[config.mk]
export PLATFORM = sky130hd
export DESIGN_NAME = id_ex_pipe_buf_flat
export DESIGN_NICKNAME = d
export VERILOG_FILES = /design/src/rtl/id_ex_pipe_buf_pkg.sv /design/src/rtl/id_ex_pipe_buf_if.sv /design/src/rtl/id_ex_pipe_buf_ctrl.sv /design/src/rtl/id_ex_pipe_buf.sv /design/src/flat_wrapper.sv
export SDC_FILE = /design/constraint.sdc
export NUM_CORES = 1
export LEC_CHECK = 0
export CAP_MARGIN = 20
export CORE_ASPECT_RATIO = 0.9
export CORE_MARGIN = 2
export CORE_UTILIZATION = 44
export DETAILED_ROUTE_END_ITERATION = 12
export GPL_TIMING_DRIVEN = 0
export PLACE_DENSITY = 0.74
export RECOVER_POWER = 25
export SYNTH_ARGS = -nofsm -noshare
export SYNTH_HDL_FRONTEND = slang
export SYNTH_HIERARCHICAL = 1
export SYNTH_SLANG_ARGS = --single-unit
[constraint.sdc]
create_clock -name clk -period 10.68 [get_ports clk]
set_clock_uncertainty 0.15 [all_clocks]
set_input_delay 1.602 -clock clk [delete_from_list [all_inputs] [get_ports clk]]
set_output_delay 1.602 -clock clk [all_outputs]
set_load 0.01 [all_outputs]
[src/rtl/id_ex_pipe_buf_pkg.sv]
// Shared definitions for the ID->EX pipeline buffer: payload field layout
// (so decode packs and EX unpacks identically), default widths and a
// pointer-wrap helper.
package id_ex_pipe_buf_pkg;

    // Field widths of the decoded instruction payload
    localparam int OpCodeLen  = 6;
    localparam int OpSelLen   = 4;
    localparam int RegLen     = 32;
    localparam int RegAddrLen = 5;
    localparam logic Zero     = 1'b0;

    // Field offsets inside the packed payload
    localparam int R1_LSB     = 0;
    localparam int R2_LSB     = R1_LSB + RegLen;
    localparam int IMM_LSB    = R2_LSB + RegLen;
    localparam int RD_LSB     = IMM_LSB + RegLen;
    localparam int RDEN_BIT   = RD_LSB + RegAddrLen;
    localparam int ALUOP_LSB  = RDEN_BIT + 1;
    localparam int ALUSEL_LSB = ALUOP_LSB + OpCodeLen;
    localparam int FIELDS_W   = ALUSEL_LSB + OpSelLen;

    // Payload is rounded up to whole 32-bit words plus one spare word kept
    // free for future decode fields; with the layout above this gives 160.
    localparam int DATA_W_DEF = ((FIELDS_W + 31) / 32 + 1) * 32;
    localparam int PC_W_DEF   = 32;
    localparam int STATS_W    = 32;

    // Pack decoded fields; unused upper bits stay zero so an all-zero word
    // is the NOP/bubble (aluop = 0, rd_enable = 0).
    function automatic logic [DATA_W_DEF-1:0] pack_payload(
        input logic [RegLen-1:0]     r1,
        input logic [RegLen-1:0]     r2,
        input logic [RegLen-1:0]     imm,
        input logic [RegAddrLen-1:0] rd,
        input logic                  rd_en,
        input logic [OpCodeLen-1:0]  aluop,
        input logic [OpSelLen-1:0]   alusel
    );
        logic [DATA_W_DEF-1:0] p;
        p = '0;
        p[R1_LSB +: RegLen]          = r1;
        p[R2_LSB +: RegLen]          = r2;
        p[IMM_LSB +: RegLen]         = imm;
        p[RD_LSB +: RegAddrLen]      = rd;
        p[RDEN_BIT]                  = rd_en;
        p[ALUOP_LSB +: OpCodeLen]    = aluop;
        p[ALUSEL_LSB +: OpSelLen]    = alusel;
        return p;
    endfunction

    // Ring-pointer increment that also handles non-power-of-two depths
    function automatic int unsigned wrap_inc(input int unsigned idx,
                                             input int unsigned depth);
        return (idx == depth - 1) ? 0 : idx + 1;
    endfunction

endpackage

[src/rtl/id_ex_pipe_buf_if.sv]
// Handshake bundle between decode, the ID->EX buffer and execute.
// Optional statistics ports appear when ID_EX_PIPE_BUF_STATS_EN is defined.
interface id_ex_pipe_buf_if #(
    parameter int DATA_W = 160,
    parameter int PC_W   = 32,
    parameter int DEPTH  = 2
) ();
    localparam int CNT_W = $clog2(DEPTH + 1);

    logic              flush_i;
    logic              in_valid_i;
    logic              in_ready_o;
    logic [DATA_W-1:0] in_data_i;
    logic [PC_W-1:0]   in_pc_i;
    logic              out_valid_o;
    logic              out_ready_i;
    logic [DATA_W-1:0] out_data_o;
    logic [PC_W-1:0]   out_pc_o;
    logic [CNT_W-1:0]  count_o;
`ifdef ID_EX_PIPE_BUF_STATS_EN
    logic [31:0]       stall_cycles_o;
    logic [31:0]       flush_count_o;

    // Pipeline side driving decode/execute/flush
    modport master (
        output flush_i, in_valid_i, in_data_i, in_pc_i, out_ready_i,
        input  in_ready_o, out_valid_o, out_data_o, out_pc_o, count_o,
               stall_cycles_o, flush_count_o
    );

    // Buffer side
    modport slave (
        input  flush_i, in_valid_i, in_data_i, in_pc_i, out_ready_i,
        output in_ready_o, out_valid_o, out_data_o, out_pc_o, count_o,
               stall_cycles_o, flush_count_o
    );
`else
    // Pipeline side driving decode/execute/flush
    modport master (
        output flush_i, in_valid_i, in_data_i, in_pc_i, out_ready_i,
        input  in_ready_o, out_valid_o, out_data_o, out_pc_o, count_o
    );

    // Buffer side
    modport slave (
        input  flush_i, in_valid_i, in_data_i, in_pc_i, out_ready_i,
        output in_ready_o, out_valid_o, out_data_o, out_pc_o, count_o
    );
`endif
endinterface

[src/rtl/id_ex_pipe_buf_ctrl.sv]
// Pointer/occupancy controller for the ID->EX buffer. Owns read/write
// pointers, occupancy count, wrap logic and reset > flush > enq/deq priority.
// Handshake flags come only from registered count, so in_ready never depends
// combinationally on out_ready.
module id_ex_pipe_buf_ctrl
    import id_ex_pipe_buf_pkg::*;
#(
    parameter int DEPTH = 2,
    parameter int IDX_W = $clog2(DEPTH),
    parameter int CNT_W = $clog2(DEPTH + 1)
) (
    input  logic             clk,
    input  logic             rst,
    input  logic             flush,
    input  logic             in_valid,
    input  logic             out_ready,
    output logic             in_ready,
    output logic             out_valid,
    output logic             wr_en,
    output logic [IDX_W-1:0] wr_idx,
    output logic [IDX_W-1:0] rd_idx,
    output logic [CNT_W-1:0] count
);
    localparam logic [CNT_W-1:0] FULL_CNT = CNT_W'(DEPTH);

    logic [IDX_W-1:0] wr_ptr_reg, wr_ptr_next;
    logic [IDX_W-1:0] rd_ptr_reg, rd_ptr_next;
    logic [CNT_W-1:0] count_reg, count_next;
    logic             enq, deq;

    assign in_ready  = (count_reg < FULL_CNT);
    assign out_valid = (count_reg != '0);
    assign enq       = in_valid & in_ready & ~flush;
    assign deq       = out_valid & out_ready & ~flush;

    assign wr_en  = enq;
    assign wr_idx = wr_ptr_reg;
    assign rd_idx = rd_ptr_reg;
    assign count  = count_reg;

    // Next pointer/count values for a non-flush cycle
    always_comb begin
        wr_ptr_next = wr_ptr_reg;
        rd_ptr_next = rd_ptr_reg;
        count_next  = count_reg;
        if (enq) begin
            wr_ptr_next = IDX_W'(wrap_inc(32'(wr_ptr_reg), DEPTH));
        end
        if (deq) begin
            rd_ptr_next = IDX_W'(wrap_inc(32'(rd_ptr_reg), DEPTH));
        end
        case ({enq, deq})
            2'b10:   count_next = count_reg + CNT_W'(1);
            2'b01:   count_next = count_reg - CNT_W'(1);
            default: count_next = count_reg;
        endcase
    end

    // State update: reset wins over flush, flush wins over enq/deq
    always_ff @(posedge clk) begin
        if (rst || flush) begin
            wr_ptr_reg <= '0;
            rd_ptr_reg <= '0;
            count_reg  <= '0;
        end else begin
            wr_ptr_reg <= wr_ptr_next;
            rd_ptr_reg <= rd_ptr_next;
            count_reg  <= count_next;
        end
    end

endmodule

[src/rtl/id_ex_pipe_buf.sv]
// ID->EX elastic pipeline buffer (DEPTH entries, legal 2..8) with
// valid/ready on both sides and a mispredict flush. Holds the entry storage
// and the bubble-zeroing output mux; pointer control lives in
// id_ex_pipe_buf_ctrl.
// Optional: define ID_EX_PIPE_BUF_STATS_EN for saturating stall/flush
// counters.
module id_ex_pipe_buf
    import id_ex_pipe_buf_pkg::*;
#(
    parameter int DATA_W = DATA_W_DEF,
    parameter int PC_W   = PC_W_DEF,
    parameter int DEPTH  = 2
) (
    input  logic           clk,
    input  logic           rst,
    id_ex_pipe_buf_if.slave bus
);
    localparam int IDX_W   = $clog2(DEPTH);
    localparam int CNT_W   = $clog2(DEPTH + 1);
    localparam int ENTRY_W = DATA_W + PC_W;

    logic               wr_en;
    logic [IDX_W-1:0]   wr_idx;
    logic [IDX_W-1:0]   rd_idx;
    logic [CNT_W-1:0]   count;
    logic               in_ready;
    logic               out_valid;
    logic [ENTRY_W-1:0] mem_reg [DEPTH];
    logic [ENTRY_W-1:0] head;

    id_ex_pipe_buf_ctrl #(
        .DEPTH (DEPTH),
        .IDX_W (IDX_W),
        .CNT_W (CNT_W)
    ) u_ctrl (
        .clk       (clk),
        .rst       (rst),
        .flush     (bus.flush_i),
        .in_valid  (bus.in_valid_i),
        .out_ready (bus.out_ready_i),
        .in_ready  (in_ready),
        .out_valid (out_valid),
        .wr_en     (wr_en),
        .wr_idx    (wr_idx),
        .rd_idx    (rd_idx),
        .count     (count)
    );

    // Entry storage: contents survive flush/reset, only validity is cleared
    for (genvar gi = 0; gi < DEPTH; gi++) begin : g_entry
        // Capture {pc, payload} into this slot when it is the write target
        always_ff @(posedge clk) begin
            if (wr_en && (wr_idx == IDX_W'(gi))) begin
                mem_reg[gi] <= {bus.in_pc_i, bus.in_data_i};
            end
        end
    end

    assign head = mem_reg[rd_idx];

    // Head presentation: empty buffer shows the all-zero NOP bubble
    always_comb begin
        bus.out_data_o = '0;
        bus.out_pc_o   = '0;
        if (out_valid) begin
            bus.out_data_o = head[DATA_W-1:0];
            bus.out_pc_o   = head[ENTRY_W-1:DATA_W];
        end
    end

    assign bus.in_ready_o  = in_ready;
    assign bus.out_valid_o = out_valid;
    assign bus.count_o     = count;

`ifdef ID_EX_PIPE_BUF_STATS_EN
    logic [STATS_W-1:0] stall_cnt_reg;
    logic [STATS_W-1:0] flush_cnt_reg;

    // Saturating counters of decode stall cycles and flush cycles
    always_ff @(posedge clk) begin
        if (rst) begin
            stall_cnt_reg <= '0;
            flush_cnt_reg <= '0;
        end else begin
            if (bus.in_valid_i && !in_ready && (stall_cnt_reg != '1)) begin
                stall_cnt_reg <= stall_cnt_reg + STATS_W'(1);
            end
            if (bus.flush_i && (flush_cnt_reg != '1)) begin
                flush_cnt_reg <= flush_cnt_reg + STATS_W'(1);
            end
        end
    end

    assign bus.stall_cycles_o = stall_cnt_reg;
    assign bus.flush_count_o  = flush_cnt_reg;
`endif

endmodule

[src/flat_wrapper.sv]
// flat-port wrapper written by rule: the top's interface ports become plain ports
module id_ex_pipe_buf_flat import id_ex_pipe_buf_pkg::*;
#(
    parameter int DATA_W = DATA_W_DEF,
    parameter int PC_W   = PC_W_DEF,
    parameter int DEPTH  = 2
)
  (clk, rst, bus_flush_i, bus_in_valid_i, bus_in_data_i, bus_in_pc_i, bus_out_ready_i, bus_in_ready_o, bus_out_valid_o, bus_out_data_o, bus_out_pc_o, bus_count_o);
  id_ex_pipe_buf_if #(.DATA_W(DATA_W), .PC_W(PC_W), .DEPTH(DEPTH)) bus_i ();
  input  logic clk;
  input  logic rst;
  input wire logic [$bits(bus_i.flush_i)-1:0] bus_flush_i;
  input wire logic [$bits(bus_i.in_valid_i)-1:0] bus_in_valid_i;
  input wire logic [$bits(bus_i.in_data_i)-1:0] bus_in_data_i;
  input wire logic [$bits(bus_i.in_pc_i)-1:0] bus_in_pc_i;
  input wire logic [$bits(bus_i.out_ready_i)-1:0] bus_out_ready_i;
  output wire logic [$bits(bus_i.in_ready_o)-1:0] bus_in_ready_o;
  output wire logic [$bits(bus_i.out_valid_o)-1:0] bus_out_valid_o;
  output wire logic [$bits(bus_i.out_data_o)-1:0] bus_out_data_o;
  output wire logic [$bits(bus_i.out_pc_o)-1:0] bus_out_pc_o;
  output wire logic [$bits(bus_i.count_o)-1:0] bus_count_o;
  assign bus_i.flush_i = bus_flush_i;
  assign bus_i.in_valid_i = bus_in_valid_i;
  assign bus_i.in_data_i = bus_in_data_i;
  assign bus_i.in_pc_i = bus_in_pc_i;
  assign bus_i.out_ready_i = bus_out_ready_i;
  assign bus_in_ready_o = bus_i.in_ready_o;
  assign bus_out_valid_o = bus_i.out_valid_o;
  assign bus_out_data_o = bus_i.out_data_o;
  assign bus_out_pc_o = bus_i.out_pc_o;
  assign bus_count_o = bus_i.count_o;
  id_ex_pipe_buf #(.DATA_W(DATA_W), .PC_W(PC_W), .DEPTH(DEPTH)) u_core (.clk(clk), .rst(rst), .bus(bus_i));
endmodule
-- After elaboration in Yosys (flattened, before gate mapping)
Memory sizes are Yosys's and may differ from the RTL's. A register that Yosys moved wholly into a read port is not among the register bits.
Index checks and enable logic that the tools add are counted.
- flip-flop bits (word level): 4
- bits in writable memories: 384
- input bits: 197
- output and inout bits: 196
- word-level logic and storage cells: 37
- memories kept: 1
- memory list (memory ; words ; bits a word ; read ports ; clocked after Yosys merged registers in ; write ports ; RTL line ; text):
    u_core.mem_reg ; 2 ; 192 ; 1 ; 1 ; 1 ; id_ex_pipe_buf.sv:28 ; logic [ENTRY_W-1:0] mem_reg [DEPTH];
- add/sub/neg operators: 4
- magnitude comparators: 1
- equality and inequality tests: 2
- mux-type cells: 14
- bitwise logic cells: 6
- reduce and logical (&&, ||, !) cells: 6
- operator list (operator ; count):
    $mux 192 ; 1
    $reduce_or 192->1 ; 1
    $mux 160 ; 1
    $mux 32 ; 1
    $mux 1 ; 10
    $and 1x1->1 ; 4
    $pmux 2 s2 ; 1
    $reduce_bool 2->1 ; 2
    $add 1x1->1 const B ; 2
    $add 2x1->2 const B ; 1
    $eq 2x1->1 const B ; 1
    $eq 2x2->1 const B ; 1
    $logic_and 1x1->1 ; 2
    $lt 2x2->1 const B ; 1
    $not 1->1 ; 2
    $sub 2x1->2 const B ; 1
    $logic_or 1x1->1 ; 1

-- Longest topological paths before layout
Gate-level depths: netlist of run 1.
- depth after elaboration: 8
- mapped depth: 6
- gate-level depth less buffers: 6

-- Modules after synthesis
Netlist of run 1, hierarchy kept.
- modules (own cells, without submodules) (module ; times used ; cells an instance ; area each (um^2) ; seq. area each (um^2)):
    id_ex_pipe_buf ; 1 ; 813 ; 15163.3 ; 11531.1
    id_ex_pipe_buf_ctrl ; 1 ; 22 ; 196.4 ; 80.1

-- Least setup slack after synthesis of run 1
OpenSTA, ideal clock, no wires.
- path type: input -> register
- from: input bus_in_valid_i
- to: memory u_core/mem_reg[0][0] (netlist bit), enable pin
- library setup time: 0.771 ns
- data arrival time: 10.386 ns
- data required time: 9.759 ns
- path slack: -0.628 ns
- stages: 4
- path buffers: 0
- path through: nor2b_1 > nand2b_1 > inv_1 > nor2b_1
- word-level cells in the longest chain between the ends: 7
- elaborated cells between the ends (all ways): 11
- those cells by class: mux (6); bitwise (2); reduce/logical (3)
- ends and longest elaborated chain (what ; RTL line ; text):
    from (decl) ; flat_wrapper.sv:13 ; input wire logic [$bits(bus_i.in_valid_i)-1:0] bus_in_valid_i;
    $and 1x1->1 (*) (2 in series) ; id_ex_pipe_buf_ctrl.sv:33 ; assign enq = in_valid & in_ready & ~flush;
    via u_core.wr_en ; id_ex_pipe_buf.sv:22 ; logic wr_en;
    $logic_and 1x1->1 ; id_ex_pipe_buf.sv:53 ; if (wr_en && (wr_idx == IDX_W'(gi))) begin
    $mux 1 ; id_ex_pipe_buf.sv:53 ;
    $mux 1 (not written as such) ; id_ex_pipe_buf.sv:54 ; mem_reg[gi] <= {bus.in_pc_i, bus.in_data_i};
    $reduce_or 192->1 (no line) ; -- ;
    $mux 1 (no line) ; -- ;
    to (decl) ; id_ex_pipe_buf.sv:28 ;
Mark *: on every way through the listed nets, which the timed path passes. The rest lies on a longest branch.

-- Final worst setup path of run 1
- from: register u_core.u_ctrl.count_reg[0], in the netlist u_core/u_ctrl/count[0]
- to: output bus_out_pc_o[11]
- word-level cells in the longest chain between the ends: 2
- ends and longest elaborated chain (what ; RTL line ; text):
    from (decl) ; id_ex_pipe_buf_ctrl.sv:28 ; logic [CNT_W-1:0] count_reg, count_next;
    from (signal assigned) ; id_ex_pipe_buf_ctrl.sv:68 ; count_reg <= count_next;
    $reduce_bool 2->1 ; id_ex_pipe_buf_ctrl.sv:32 ; assign out_valid = (count_reg != '0);
    $mux 32 ; id_ex_pipe_buf.sv:65 ; if (out_valid) begin
    to (decl) ; flat_wrapper.sv:20 ; output wire logic [$bits(bus_i.out_pc_o)-1:0] bus_out_pc_o;
No other way between the ends.

==> impl_metrics.csv, run 1 <==
group,metric,value,unit
drt,wl,35240,um
global_route,grt_max_degree,53,
yosys,synthesis.area,15360,um2
placed_design,gp_congestion,0.8638,
drt,via_count,8563,
drt,drc_errors,0,
cells_and_area,final_cell_mix,"edfxtp_1, clkdlybuf4s50_1, nor2b_1",
drt,drt_iter0_markers,494,
cells_and_area,final_common_cell,"edfxtp_1",
critical_path,arrival,2.74,ns
cells_and_area,largest_reg_flops,384,
yosys,synth_seq_cells,388,
critical_path,crit_path_max_fanout,10,
critical_path,r2r_setup_slack,8.03,ns
floorplanning,fp.dieH,181.3,um
placed_design,dp_hpwl,24190,um
timing,drv_slew,0,
power_and_ir_drop,power_switching,671.2,uW
clock_tree,cts-root-buf,"clkbuf_16",
timing,rsz0062_at_grt,"false",
run,cap_viol_max_count,0,
timing,min_period,4.493,ns
power_and_ir_drop,power_leakage,0.006799,uW
floorplanning,num_io_pins,393,
global_route,grt_pass1_vias,8950,
drt,antenna_left,0,
yosys,syn-num-nets,1033,
cells_and_area,finalNonFillerCells,1777,
clock_tree,tritoncts,"yes",
placed_design,dp_cells,1699,
timing,maxSlewHeadroom,52.64,%
clock_tree,cts_buffer_depth,3,
yosys,synth-seq-area-share,75.59,%
floorplanning,initial_core_util,44.92,%
timing,hold_violations,0,
yosys,synth_top_area_share,75.07,%
yosys,synthCells,835,
power_and_ir_drop,internal_power,2705,uW
clock_tree,cts_resized,0,
floorplanning,rows,64,
clock_tree,insertion_delay,0.52,ns
timing,worstMarginPinSlew,0.7105,ns
min_path,hp-class,"flip-flop to flip-flop",
global_route,grt_overflow,0,
yosys,synth_cell_types,20,
placed_design,place_area,20100,um2
yosys,yosysTopAreaCell,"edfxtp_1",
clock_tree,ctsHtreeMaxLevel,2,
cells_and_area,drive_gt1_share,7.105,%
run_status,status,"complete, no violations",
timing,setup_viol,0,
power_and_ir_drop,combPwrFrac,6.9,%
drt,dr.pass1.iters,5,
critical_path,endpoint_kind,"primary output",
placed_design,port_buffers,392,
yosys,avgSynthCellArea,18.39,um2
power_and_ir_drop,power_per_cell_area,157.5,nW/um2
timing,fmax,222.6,MHz
clock_tree,post-cts-setup-buffer-count,0,
yosys,ys_warn_count,6,
power_and_ir_drop,pwr-share-seq,51.4,%
timing,fin_crit_sh,42.07,%
critical_path,cp.required,8.93,ns
clock_tree,cts_buffers,41,
cells_and_area,fin_area,21440,um2
cells_and_area,nets,1478,
yosys,yosys-top-cells-area,"edfxtp_1, mux2i_1, nor2b_1, buf_12, dfxtp_1",
power_and_ir_drop,p_clk_share,41.6,%
floorplanning,dieArea,36420,um2
power_and_ir_drop,ir_drop,0.1259,mV
min_path,min_path_cells,2,
floorplanning,die_x,200.9,um
global_route,antenna_found_initial,10,
clock_tree,clock_sinks,388,
critical_path,reg2regPathDepth,6,
power_and_ir_drop,switching_share,19.88,%
critical_path,start_kind,"flip-flop",
global_route,grt.total_usage,19.02,%
clock_tree,cts_hold_buf,0,
drt,wl_per_cell,19.83,um
floorplanning,coreArea,34190,um2
drt,vias_per_cell,4.819,
cells_and_area,utilization,62.70,%
cells_and_area,syn_to_final_growth,39.58,%
critical_path,criticalPathCategory,"flip-flop to primary output",
clock_tree,clk_pin_slew,0.06,ns
global_route,grt_pass1_wl,52610,um
timing,whs,0.4344,ns
## kinds of logic after synthesis
family / Yosys count / share of synthesized area, %
DFF: 388 / 75.59
and+or+nand+nor: 202 / 8.187
muxes: 192 / 12.51
buffers and inverters: 45 / 3.283
xor gates and xnor gates: 4 / 0.2281
AOI/OAI and AO/OA: 3 / 0.1141
adders and majority gates: 1 / 0.08145
## cells in the mapped netlist (all sizes together)
cell type	instances
edfxtp	384
nor2b	194
mux2i	192
buf	24
clkbuf	19
dfxtp	4
nor3	3
inv	2
o21ai	2
xnor2	2
xor2	2
a211oi	1
and2	1
ha	1
nand2b	1
nor2	1
or2	1
or3	1
## layout make-up
cell class / instances / area [um2]
tap: 462 / 578.1
inverter: 2 / 7.507
sequential: 388 / 11610
multi-input combinational: 402 / 3254
antenna: 6 / 15.01
clock buffer: 53 / 1101
clock inverter: 19 / 221.5
buffer: 43 / 496.7
fill: 2463 / 12750
timing repair buffer: 402 / 4154
## power groups by stage
stage | Clock [uW] | Sequential (uW) | Combinational, uW
4_1_cts | 1440 | 1740 | 247
3_3_place_gp | 0 | 1780 | 229
2_1_floorplan | 0 | 1770 | 83.9
6_report | 1400 | 1740 | 234
3_5_place_dp | 0 | 1770 | 244
5_1_grt | 1500 | 1740 | 251
## metrics by stage
| stage | power (uW) | TNS (ns) | setup WS [ns] |
|---|---|---|---|
| detailed placement | 2013 | 0 | 6.304 |
| finish | 3376 | 0 | 6.187 |
| CTS | 3419 | 0 | 6.077 |
| global route | 3490 | 0 | 6.001 |
| global placement | 2009 | -66.70 | -0.3637 |
| floorplan | 1859 | 0 | 3.118 |
## worst paths after layout
path | start | endpoint
worst min register to register | u_core/u_ctrl/rd_idx | u_core/u_ctrl/rd_idx
worst max register to register | u_core/u_ctrl/count[1] | u_core/mem_reg[1][157]
worst min-delay path | u_core/u_ctrl/rd_idx | u_core/u_ctrl/rd_idx
worst max-delay path | u_core/u_ctrl/count[0] | bus_out_pc_o[11]
## critical path, stage by stage, from the launching register on
cell and delay, ns:
dfxtp_1 0.45, or2_2 0.25, buf_2 0.33, clkbuf_1 0.32, nor2b_1 0.29, clkdlybuf4s50_1 0.58
## per-layer routing
| metal | track usage, % | wire length (um) | up-vias |
|---|---|---|---|
| met5 | 0 | 60 | - |
| met4 | 4.830 | 611 | 10 |
| met3 | 6.494 | 2983 | 56 |
| met2 | 31.85 | 17170 | 345 |
| met1 | 23.77 | 14420 | 4147 |
| li1 | - | - | 4005 |
Power figures use the tool's default switching activity.
==> run 2: changes to the inputs <==
- CORE_UTILIZATION: 44 -> 49
- PLACE_DENSITY: 0.74 -> 0.78
- clock period: 10.68 -> 4.7 ns (I/O delays scaled with it)
==> run 2 against run 1 <==
Compared with the run above: largest cell class unchanged; global-route usage rose by 1.7 points; sequential power rose by 130%; wire length fell by 0.89%; non-clock buffer count did not move; sequential cell count did not move; critical path depth did not move; via count rose by 0.30%; count of clock-buffer cells in the layout fell by 1; register-to-register slack got worse by 6.0 ns; combinational power rose by 130%; die area fell by 10%.
==> impl_metrics.csv, run 2 (same netlist as run 1, synthesis figures left out) <==
group,metric,value,unit
run_status,status,"complete, no violations",
power_and_ir_drop,p_clk_share,40.8,%
cells_and_area,fin_area,21340,um2
timing,setup_viol,0,
cells_and_area,final_common_cell,"edfxtp_1",
timing,hold_violations,0,
cells_and_area,finalNonFillerCells,1724,
drt,wl_per_cell,20.26,um
timing,maxSlewHeadroom,50.33,%
timing,drv_slew,0,
power_and_ir_drop,finalPower,7566,uW
drt,routed-wl-met3,3688,um
floorplanning,die_x,190.6,um
drt,top_layer,"met5",
clock_tree,insertion_delay,0.50,ns
global_route,grt.total_usage,20.75,%
timing,fin_crit_sh,82.19,%
power_and_ir_drop,combPwrFrac,7.0,%
critical_path,crit_slowest_cell,"clkdlybuf4s50_1",
global_route,grt_pass1_vias,8736,
clock_tree,post-cts-setup-buffer-count,0,
power_and_ir_drop,pwr-share-seq,52.2,%
cells_and_area,nets,1477,
drt,drc_errors,0,
clock_tree,clk_pin_slew,0.06,ns
placed_design,dp_hpwl,24390,um
cells_and_area,syn_to_final_growth,38.93,%
clock_tree,clock_sinks,388,
drt,dr_wl_met2,17350,um
timing,rsz0062_at_grt,"false",
drt,drt_iter0_markers,444,
critical_path,cp.required,3.85,ns
power_and_ir_drop,switching_share,19.50,%
drt,via_count,8589,
power_and_ir_drop,power_switching,1475,uW
floorplanning,coreArea,30910,um2
placed_design,dp_cells,1646,
placed_design,place_area,20040,um2
drt,vias_per_cell,4.982,
floorplanning,fp.dieH,172.0,um
clock_tree,ctsHtreeMaxLevel,2,
power_and_ir_drop,ir_drop,0.3126,mV
critical_path,path_cells,"or2_2 -> buf_2 -> clkbuf_1 -> nor2b_1 -> clkdlybuf4s50_1",
critical_path,crit_path_max_fanout,10,
critical_path,endpoint_kind,"primary output",
global_route,antenna_found_initial,15,
placed_design,pre_cts_ws,1.331,ns
drt,met1Wirelength,13070,um
floorplanning,initial_core_util,49.69,%
floorplanning,dieArea,32780,um2
critical_path,criticalPathCategory,"flip-flop to primary output",
timing,fmax,258.9,MHz
placed_design,gp_congestion,0.7890,
clock_tree,cts_resized,0,
critical_path,crit_buf_inv,3,
cells_and_area,regArea,11610,um2
critical_path,critPathTopFamily,"buffers and inverters",
power_and_ir_drop,power_leakage,0.006778,uW
global_route,grt_pass1_wl,50720,um
timing,worstMarginPinSlew,0.7434,ns
drt,dr.pass1.iters,5,
critical_path,arrival,3.01,ns
timing,whs,0.4105,ns
cells_and_area,multi_input_area,3254,um2
critical_path,max_stage_delay,0.62,ns
floorplanning,rows,61,
global_route,grt_overflow,0,
cells_and_area,fillCellCount,2041,
clock_tree,cts-root-buf,"clkbuf_16",
clock_tree,tritoncts,"yes",
cells_and_area,drive_gt1_share,6.728,%
min_path,hp-class,"flip-flop to flip-flop",
cells_and_area,final_cell_mix,"edfxtp_1, clkdlybuf4s50_1, nor2b_1",
clock_tree,cts_hold_buf,0,
global_route,grt_max_degree,64,
power_and_ir_drop,power_per_cell_area,354.5,nW/um2
drt,antenna_left,0,
power_and_ir_drop,internal_power,6091,uW
critical_path,start_kind,"flip-flop",
floorplanning,num_io_pins,393,
timing,finalWorstSetupSlack,0.8371,ns
run,cap_viol_max_count,0,
clock_tree,cts_buffer_depth,3,
timing,min_period,3.863,ns
placed_design,port_buffers,392,
clock_tree,cts_buffers,40,
cells_and_area,largest_reg_flops,384,
drt,wl,34920,um
-- run 2: tightest hold or removal path: stages, from the launching register on --
cell,delay [ns]
dfxtp_1,0.32
xor2_1,0.14
nor3_1,0.05
-- run 2: power groups by stage --
stage | combinational (uW) | sequential [uW] | clock, uW
6_report | 532 | 3950 | 3090
3_3_place_gp | 519 | 4030 | 0
3_5_place_dp | 555 | 4020 | 0
4_1_cts | 560 | 3950 | 3150
2_1_floorplan | 191 | 4020 | 0
5_1_grt | 573 | 3950 | 3290
-- run 2: per-stage QoR --
step	util [%]	setup TNS (ns)
2_1_floorplan	-	0
3_3_place_gp	64.07	-583.40
3_5_place_dp	64.84	0
4_1_cts	68.98	0
5_1_grt	69.01	0
6_report	69.03	0
-- run 2: layout make-up --
class                   instances  area share [%]
flip-flops and latches        388           54.41
repair buffers                402           19.50
well taps                     409           2.398
inverters                       2         0.03518
plain buffers                  43           2.328
diodes                          7         0.08209
clock inverters                19          0.9909
clock buffers                  52           5.001
multi-input cells             402           15.25
-- run 2: per-layer routing --
metal,GRT usage [%],up-vias
li1,-,4014
met1,23.69,4156
met2,36.28,336
met3,8.667,65
met4,5.123,18
met5,0,-
-- run 2: worst paths after layout --
| kind | startpoint | cells past startpoint | slack, ns | to |
|---|---|---|---|---|
| min | u_core/u_ctrl/rd_idx | 2 | 0.41 | u_core/u_ctrl/rd_idx |
| max | u_core/u_ctrl/count[1] | 5 | 0.84 | bus_out_data_o[123] |
| min reg2reg | u_core/u_ctrl/rd_idx | 2 | 0.41 | u_core/u_ctrl/rd_idx |
| max reg2reg | u_core/u_ctrl/count[1] | 7 | 2.04 | u_core/mem_reg[0][37] |
==> run 3: changes to the inputs <==
- clock period: 4.7 -> 3.61 ns (I/O delays scaled with it)
==> run 3 against run 2 <==
Compared with the run above: sequential share of layout area shrank 0.19 points; power is 32% higher; count of clock-buffer cells in the layout fell by 5; setup slack lost 0.64 ns; sequential cell count is the same; first-iteration DRC count up 14%; combinational power grew 30%; largest cell class unchanged; highest routed layer unchanged.
==> impl_metrics.csv, run 3 (same netlist as run 1, synthesis figures left out) <==
group,metric,value,unit
run_status,status,"complete, no violations",
floorplanning,dieArea,32780,um2
floorplanning,rows,61,
timing,fmax,292.9,MHz
clock_tree,post-cts-setup-buffer-count,0,
power_and_ir_drop,ir_drop,0.3719,mV
min_path,min-delay-start,"u_core/u_ctrl/rd_idx",
power_and_ir_drop,finalPower,9981,uW
power_and_ir_drop,power_leakage,0.006830,uW
drt,dr.pass1.iters,4,
placed_design,dp_hpwl,24280,um
placed_design,port_buffers,392,
cells_and_area,final_cell_mix,"edfxtp_1, clkdlybuf4s50_1, mux2i_1, nor2b_1, dlygate4sd3_1",
floorplanning,initial_core_util,49.69,%
cells_and_area,nets,1478,
critical_path,reg2regPathDepth,6,
floorplanning,die_x,190.6,um
floorplanning,num_io_pins,393,
timing,maxSlewHeadroom,57.50,%
timing,drv_slew,0,
critical_path,arrival,2.72,ns
floorplanning,fp.dieH,172.0,um
drt,antenna_left,0,
timing,setup_viol,0,
critical_path,critical_path.startpoint,"u_core/u_ctrl/count[1]",
timing,fin_crit_sh,94.56,%
cells_and_area,largest_reg_flops,384,
critical_path,r2r_setup_slack,1.17,ns
global_route,grt.total_usage,20.83,%
critical_path,cp.required,2.92,ns
global_route,grt_pass1_wl,51000,um
min_path,hold_end,"u_core/u_ctrl/rd_idx",
clock_tree,cts_buffers,41,
critical_path,crit_slowest_cell,"clkdlybuf4s50_1",
drt,wl_per_cell,20.14,um
clock_tree,clock_sinks,388,
critical_path,max_stage_delay,0.60,ns
cells_and_area,final_common_cell,"edfxtp_1",
placed_design,gp_congestion,0.7883,
timing,worstMarginPinSlew,0.6375,ns
drt,drt_iter0_markers,505,
clock_tree,cts_buffer_depth,3,
cells_and_area,utilization,69.28,%
global_route,grt_max_degree,60,
global_route,antenna_found_initial,21,
cells_and_area,syn_to_final_growth,39.43,%
clock_tree,cts-root-buf,"clkbuf_16",
critical_path,criticalPathCategory,"flip-flop to primary output",
clock_tree,cts_hold_buf,0,
min_path,min_path_cells,2,
min_path,hp-class,"flip-flop to flip-flop",
critical_path,r2r-start,"u_core/u_ctrl/count[1]",
timing,rsz0062_at_grt,"false",
drt,wl,34820,um
critical_path,crit_path_max_fanout,10,
critical_path,reg2reg_to,"u_core/mem_reg[1][31]",
clock_tree,tritoncts,"yes",
timing,min_period,3.414,ns
run,cap_viol_max_count,0,
cells_and_area,drive_gt1_share,7.710,%
power_and_ir_drop,power_per_cell_area,466.1,nW/um2
drt,vias_per_cell,4.974,
clock_tree,cts_resized,0,
timing,hold_violations,0,
critical_path,start_kind,"flip-flop",
critical_path,endpoint_kind,"primary output",
drt,via_count,8600,
clock_tree,clk_pin_slew,0.06,ns
clock_tree,insertion_delay,0.51,ns
global_route,grt_overflow,0,
clock_tree,ctsHtreeMaxLevel,2,
critical_path,path_cells,"or2_2 -> buf_2 -> clkbuf_1 -> nor2b_1 -> clkdlybuf4s50_1",
drt,drc_errors,0,
global_route,grt_pass1_vias,8789,
floorplanning,coreArea,30910,um2
==> run 3: cell types whose count changed in the layout (fill, tap and decap cells not counted), sizes merged <==
cell	previous run	this run
dlygate4sd3	125	124
diode	7	10
clkinv	13	18
inv	2	3
clkdlybuf4s50	267	268
clkinvlp	1	2
clkbuf	71	66
==> run 3: per-stage QoR <==
stage / std cells / setup slack, ns / setup TNS, ns / cell area (um2) / hold WS (ns)
CTS: 1719 / 0.05712 / 0 / 21390 / 0.4050
finish: 1729 / 0.1963 / 0 / 21420 / 0.4012
global route: 1724 / 0.001034 / 0 / 21400 / 0.4582
detailed placement: 1646 / 0.4930 / 0 / 20040 / 0.3951
global placement: 1636 / -2.804 / -918.94 / 19810 / 0.4020
floorplan: 835 / -0.6544 / -155.11 / 15380 / 0.3763
==> run 3: cell type report <==
| type | instances | area (um2) |
|---|---|---|
| multi-input cells | 402 | 3262 |
| diodes | 10 | 25.02 |
| fillers | 2011 | 9495 |
| repair buffers | 402 | 4154 |
| inverters | 2 | 7.507 |
| clock buffers | 47 | 1091 |
| well taps | 409 | 511.7 |
| clock inverters | 26 | 254.0 |
| flip-flops and latches | 388 | 11610 |
| plain buffers | 43 | 499.2 |
==> run 3: report_power, final <==
part,internal [uW],switching [uW]
sequential,5110,31.6
combinational,390,302
clock,2520,1630
total,8020,1970
==> run 3: per-layer routing <==
metal  vias to the layer above  global-route usage [%]  routed length [um]  share of wire, %
li1                       4024                       -                   -                 -
met1                      4126                   23.93               12820                37
met2                       354                   35.54               17190                49
met3                        78                   9.012                3791                11
met4                        18                   6.067                 905               2.6
met5                         -                       0                 109              0.31
==> run 3: how the worst max path moves through the flow <==
stage	to	slack (ns)	cells past startpoint
floorplan	u_core/mem_reg[0][0]	-0.65	4
finish	bus_out_data_o[53]	0.20	5
CTS	bus_out_data_o[68]	0.06	5
detailed placement	u_core/mem_reg[1][40]	0.49	6
global route	bus_out_data_o[53]	0.001	5
global placement	u_core/mem_reg[0][39]	-2.80	4
==> run 3: worst max-delay path: cells and delay by family (launching register included) <==
family / cells / cell delay, ns
AND/OR/NAND/NOR: 2 / 0.43
buffers and inverters: 3 / 1.30
flip-flops: 1 / 0.49
